**config.mk**
```make
export PLATFORM = sky130hd
export DESIGN_NAME = uart_tx
export DESIGN_NICKNAME = d
export VERILOG_FILES = /design/src/rtl/uart_tx.sv
export SDC_FILE = /design/constraint.sdc
export NUM_CORES = 1
export LEC_CHECK = 0
export CAP_MARGIN = 40
export CORE_MARGIN = 2
export CORE_UTILIZATION = 59
export DETAILED_ROUTE_END_ITERATION = 7
export HOLD_SLACK_MARGIN = 0.05
export PLACE_DENSITY = 0.83
export SLEW_MARGIN = 5
export SYNTH_ARGS = -nofsm -noshare
export SYNTH_HDL_FRONTEND = slang
export SYNTH_SLANG_ARGS = --single-unit
```
**constraint.sdc**
```tcl
create_clock -name clk -period 4 [get_ports clk]
set_input_delay 0.8 -clock clk [delete_from_list [all_inputs] [get_ports clk]]
set_output_delay 0.8 -clock clk [all_outputs]
set_load 0.02 [all_outputs]
```
**src/rtl/uart_tx.sv**
```systemverilog
// -----------------------------------------------------------------------------
// uart_tx : 8N1/8N2 serial transmitter with a one-byte holding buffer.
//
// Bytes arrive over a req/cts handshake. A byte is accepted on any rising
// edge where i_req && o_cts. It is then shifted out LSB-first as
// start(0), 8 data bits, and stop_bits stop(1) periods. Each serial bit lasts
// cycles_per_bit clocks. The holding buffer is refilled while a frame is on
// the line, so consecutive frames follow each other with no idle gap.
//
// Parameters
//   cycles_per_bit : clocks per serial bit (>= 2)
//   stop_bits      : 1 or 2
//
// Ports
//   clk      : system clock, rising edge
//   rst_n    : asynchronous active-low reset (aborts any frame, line high)
//   i_data   : byte offered by the upstream source
//   i_req    : i_data holds a valid byte
//   o_serial : registered TX line, idles high
//   o_cts    : holding buffer empty (registered decode, no path from i_req)
//   o_idle   : buffer empty and no frame in progress
// -----------------------------------------------------------------------------
module uart_tx #(
  parameter int cycles_per_bit = 4,
  parameter int stop_bits      = 1
) (
  input  logic       clk,
  input  logic       rst_n,
  input  logic [7:0] i_data,
  input  logic       i_req,
  output logic       o_serial,
  output logic       o_cts,
  output logic       o_idle
);

  // One counter serves both the per-bit period and the (longer) stop period.
  localparam int CW = $clog2(cycles_per_bit * stop_bits);
  localparam logic [CW-1:0] LIM_BIT  = CW'(cycles_per_bit - 1);
  localparam logic [CW-1:0] LIM_STOP = CW'(cycles_per_bit * stop_bits - 1);

  typedef enum logic [1:0] {
    IDLE  = 2'd0,
    START = 2'd1,
    DATA  = 2'd2,
    STOP  = 2'd3
  } state_t;

  state_t          r_state;
  state_t          w_state_nxt;
  logic [CW-1:0]   r_bit_cycle;
  logic [CW-1:0]   w_bit_cycle_nxt;
  logic [2:0]      r_bit_index;
  logic [2:0]      w_bit_index_nxt;
  logic [7:0]      r_shift;
  logic [7:0]      w_shift_nxt;
  logic            r_serial;
  logic            w_serial_nxt;
  logic            r_buf_valid;
  logic [7:0]      r_buf_data;

  logic            w_accept;
  logic            w_take;
  logic            w_bit_end;
  logic            w_stop_end;

  // Acceptance and shifter load are mutually exclusive: accept needs an
  // empty buffer, load needs a full one.
  assign w_accept   = i_req && !r_buf_valid;
  assign w_bit_end  = (r_bit_cycle == LIM_BIT);
  assign w_stop_end = (r_bit_cycle == LIM_STOP);

  assign o_serial = r_serial;
  assign o_cts    = !r_buf_valid;
  assign o_idle   = (r_state == IDLE) && !r_buf_valid;

  always_comb begin
    w_state_nxt     = r_state;
    w_bit_cycle_nxt = r_bit_cycle;
    w_bit_index_nxt = r_bit_index;
    w_shift_nxt     = r_shift;
    w_take          = 1'b0;

    case (r_state)
      IDLE: begin
        if (r_buf_valid) begin
          w_take          = 1'b1;
          w_shift_nxt     = r_buf_data;
          w_bit_cycle_nxt = '0;
          w_state_nxt     = START;
        end
      end

      START: begin
        if (w_bit_end) begin
          w_bit_cycle_nxt = '0;
          w_bit_index_nxt = 3'd0;
          w_state_nxt     = DATA;
        end else begin
          w_bit_cycle_nxt = r_bit_cycle + 1'b1;
        end
      end

      DATA: begin
        if (w_bit_end) begin
          w_bit_cycle_nxt = '0;
          if (r_bit_index == 3'd7) begin
            w_state_nxt = STOP;
          end else begin
            w_shift_nxt     = {1'b0, r_shift[7:1]};
            w_bit_index_nxt = r_bit_index + 3'd1;
          end
        end else begin
          w_bit_cycle_nxt = r_bit_cycle + 1'b1;
        end
      end

      STOP: begin
        if (w_stop_end) begin
          w_bit_cycle_nxt = '0;
          // Chain straight into the next frame when a byte is waiting.
          if (r_buf_valid) begin
            w_take      = 1'b1;
            w_shift_nxt = r_buf_data;
            w_state_nxt = START;
          end else begin
            w_state_nxt = IDLE;
          end
        end else begin
          w_bit_cycle_nxt = r_bit_cycle + 1'b1;
        end
      end

      default: begin
        w_state_nxt = IDLE;
      end
    endcase

    // Line value is derived from the next state so the registered output
    // lines up exactly with the state it belongs to.
    case (w_state_nxt)
      START:   w_serial_nxt = 1'b0;
      DATA:    w_serial_nxt = w_shift_nxt[0];
      default: w_serial_nxt = 1'b1;
    endcase
  end

  // Control state: cleared asynchronously so a reset kills a frame at once.
  always_ff @(posedge clk or negedge rst_n) begin
    if (!rst_n) begin
      r_state     <= IDLE;
      r_bit_cycle <= '0;
      r_bit_index <= 3'd0;
      r_serial    <= 1'b1;
      r_buf_valid <= 1'b0;
    end else begin
      r_state     <= w_state_nxt;
      r_bit_cycle <= w_bit_cycle_nxt;
      r_bit_index <= w_bit_index_nxt;
      r_serial    <= w_serial_nxt;
      if (w_accept) begin
        r_buf_valid <= 1'b1;
      end else if (w_take) begin
        r_buf_valid <= 1'b0;
      end
    end
  end

  // Datapath: contents only matter while the matching control bit says so.
  always_ff @(posedge clk) begin
    if (w_accept) begin
      r_buf_data <= i_data;
    end
    r_shift <= w_shift_nxt;
  end

endmodule

```
==> results.py <==
metrics = {
    "logic_synthesis": {
        "syn_nets": 131,
        "synth_seq_area_share_pct": 53.51,
        "synth_cells": 111,
        "ys_types": 34,
        "synth_flop_cell": "edfxtp_1",
        "yosys-top-cells-area": "edfxtp_1 (35%), dfrtp_1 (15%), ha_1 (8.6%)",
        "synth_area_per_cell_sq_um": 11.73,
        "ys_async_sr_fraction_pct": 36.00,
        "synth_area_sq_mm": 0.001302,
        "ys_ff_latch": 25,
        "synth_enable_flop_cells": 15,
        "yosys.area.top_type": "edfxtp_1",
        "synth.top_cell.area_share_pct": 34.58,
        "ys_warn_count": 0,
    },
    "timing": {
        "tightest_slew_ps": 733.7,
        "fmax_mhz": 347.3,
        "setup_tns_ps": 0,
        "slew_headroom_pct": 50.99,
        "hold_ws_ps": 488.1,
        "setup_violations": 0,
        "report.final.slew_viol_count": 0,
        "fin_skew_ps": 1.851,
        "period_share_pct": 71.98,
        "fin_crit_ps": 2879,
        "rsz0062_at_grt": "false",
        "hold_viol": 0,
    },
    "worst_setup_path": {
        "critical_path_arrival_ps": 2080,
        "end_kind": "output port",
        "cp.required_ps": 3200,
        "cp-start-kind": "register",
        "critPathMaxFanout": 5,
        "worstSetupPathType": "register to output port",
    },
    "routing": {
        "num_vias": 873,
        "dr.first_iter.drc_count": 22,
        "vias_per_cell": 5.781,
        "drcViolationCount": 0,
        "ant_nets": 0,
        "routed_wl_mm": 2.173,
        "drt-wirelength-per-cell_um": 14.39,
        "drt_pre_antenna_iters": 4,
    },
    "clock_tree": {
        "clockBufferDepth": 2,
        "cts_hold_buffers": 0,
        "cts_root_buffer": "clkbuf_4",
        "clk_pin_slew_worst_paths_ps": 130,
        "cts.repair.resized": 0,
        "clkLatencyLatePin_ps": 320,
        "cts_sinks": 25,
        "postCtsSetupBuffers": 0,
        "h-tree-depth": 1,
        "cts_tree": "done",
        "cts_made_buffers": 3,
    },
    "grt": {
        "gr-usage-all-layers_pct": 19.07,
        "antenna_found_initial": 0,
        "grt_pass1_vias": 803,
        "grt_pass1_wl_mm": 3.608,
        "grt-ovfl-total": 0,
        "grt_max_degree": 17,
    },
    "die": {
        "die_y_um": 50.99,
        "initial_core_util_pct": 60.63,
        "dieArea_sq_mm": 0.002599,
        "dieWidth_um": 50.99,
        "ios": 14,
        "core.rowCount": 17,
        "core-area_sq_mm": 0.002148,
    },
    "place": {
        "dp_hpwl_mm": 1.537,
        "gp_congestion": 0.7791,
        "io_buffers": 13,
    },
    "layout": {
        "fill_cells": 169,
        "area_growth_syn_to_layout_pct": 11.72,
        "nNetsFinal": 144,
        "antenna_cells": 0,
        "drive_gt1_share_pct": 10.57,
    },
    "worst_hold_path": {
        "min_path_type": "register to register",
    },
    "outcome": {
        "status": "complete, no violations",
    },
    "power_and_ir_drop": {
        "power_uw": 1103,
        "p_per_area_mw_per_mm2": 757.8,
        "p_leak_uw": 0.0005906,
        "ir_drop_uv": 375.4,
    },
    "run": {
        "cap_viol_max_count": 0,
    },
}
[metal layers]
metal  vias to the layer above  part of all wire [%]  track usage (%)
met5                         -                     0                0
met2                        19                    46            28.79
met4                         0                  0.74            6.757
met3                         2                   5.0            5.263
met1                       421                    48            26.47
li1                        431                     -                -
[where the power goes]
part	internal, uW	leakage (uW)	switching [uW]	total (uW)
Combinational	233	0.000318	269	503
Clock	38.3	0.0000139	76.2	114
Sequential	401	0.000258	84.6	486
[worst max-delay path, cell delays in order, from the launching register on]
cell and delay, ps:
dfrtp_1 440, inv_1 160, ha_1 200, nor2b_1 300, clkdlybuf4s50_1 670
[registers in the layout, indices dropped and copies added, names as in the netlist]
name	count
r_bit_index	3
r_buf_valid	1
r_bit_cycle	2
r_state	2
r_buf_data	8
r_shift	8
o_serial	1
[synthesized netlist by cell type (2+ instances only)]
cell type	instances
nand2_1	5
buf_6	3
nor2b_1	2
o21ai_0	5
edfxtp_1	15
nand2b_1	3
ha_1	9
dfrtp_1	8
a22oi_1	2
nor3_1	2
inv_1	3
a21oi_1	7
a22o_1	5
nor2_1	16
mux2i_1	7
[per-stage QoR]
stage                     util, %  cells  cell area, sq um  setup slack [ps]
after floorplan                 -    111              1303              2049
after global placement      66.34    147              1425              1582
after detailed placement    66.34    147              1425              1489
after CTS                   67.73    151              1455              1105
after global routing        67.73    151              1455             955.0
final                       67.73    151              1455              1121
[final cells by class]
cell class,instances,area [sq um],area share [%]
multi-input combinational,77,548.0,37.66
tap,28,35.03,2.408
inverter,4,15.01,1.032
clock inverter,1,7.507,0.5159
sequential,25,696.9,47.89
clock buffer,3,22.52,1.548
timing repair buffer,13,130.1,8.942
[final timing paths]
check / from / endpoint / slack (ps) / depth (start not counted)
min: r_shift[0]$_DFF_P_ / o_serial$_DFF_PN1_ / 490 / 2
max reg2reg: r_state[0]$_DFF_PN0_ / r_shift[2]$_DFFE_PP_ / 2090 / 5
min in group asynchronous: rst_n / r_bit_index[1]$_DFFE_PN0P_ / 760 / 1
max in group asynchronous: rst_n / o_serial$_DFF_PN1_ / 2910 / 1
min reg2reg: r_shift[0]$_DFF_P_ / o_serial$_DFF_PN1_ / 490 / 2
max: r_state[1]$_DFF_PN0_ / o_idle / 1120 / 4
[kinds of logic after synthesis]
group	synth area share [%]
adders and majority gates	8.646
buffers and inverters	4.418
muxes	6.244
DFF	53.51
AOI/OAI and AO/OA	15.27
and+or+nand+nor	11.91
[cell usage in the layout (no fill, tap or decap), types with 2 or more instances in the layout]
cell type / n
a22oi_1: 2
clkbuf_4: 3
nor2_1: 16
clkdlybuf4s50_1: 13
edfxtp_1: 15
nor2b_1: 2
mux2i_1: 7
inv_1: 3
nor3_1: 2
dfrtp_1: 8
a21oi_1: 7
ha_1: 9
nand2_1: 5
a22o_1: 5
nand2b_1: 3
o21ai_0: 5
No activity file was read; power rests on OpenSTA's default activity.
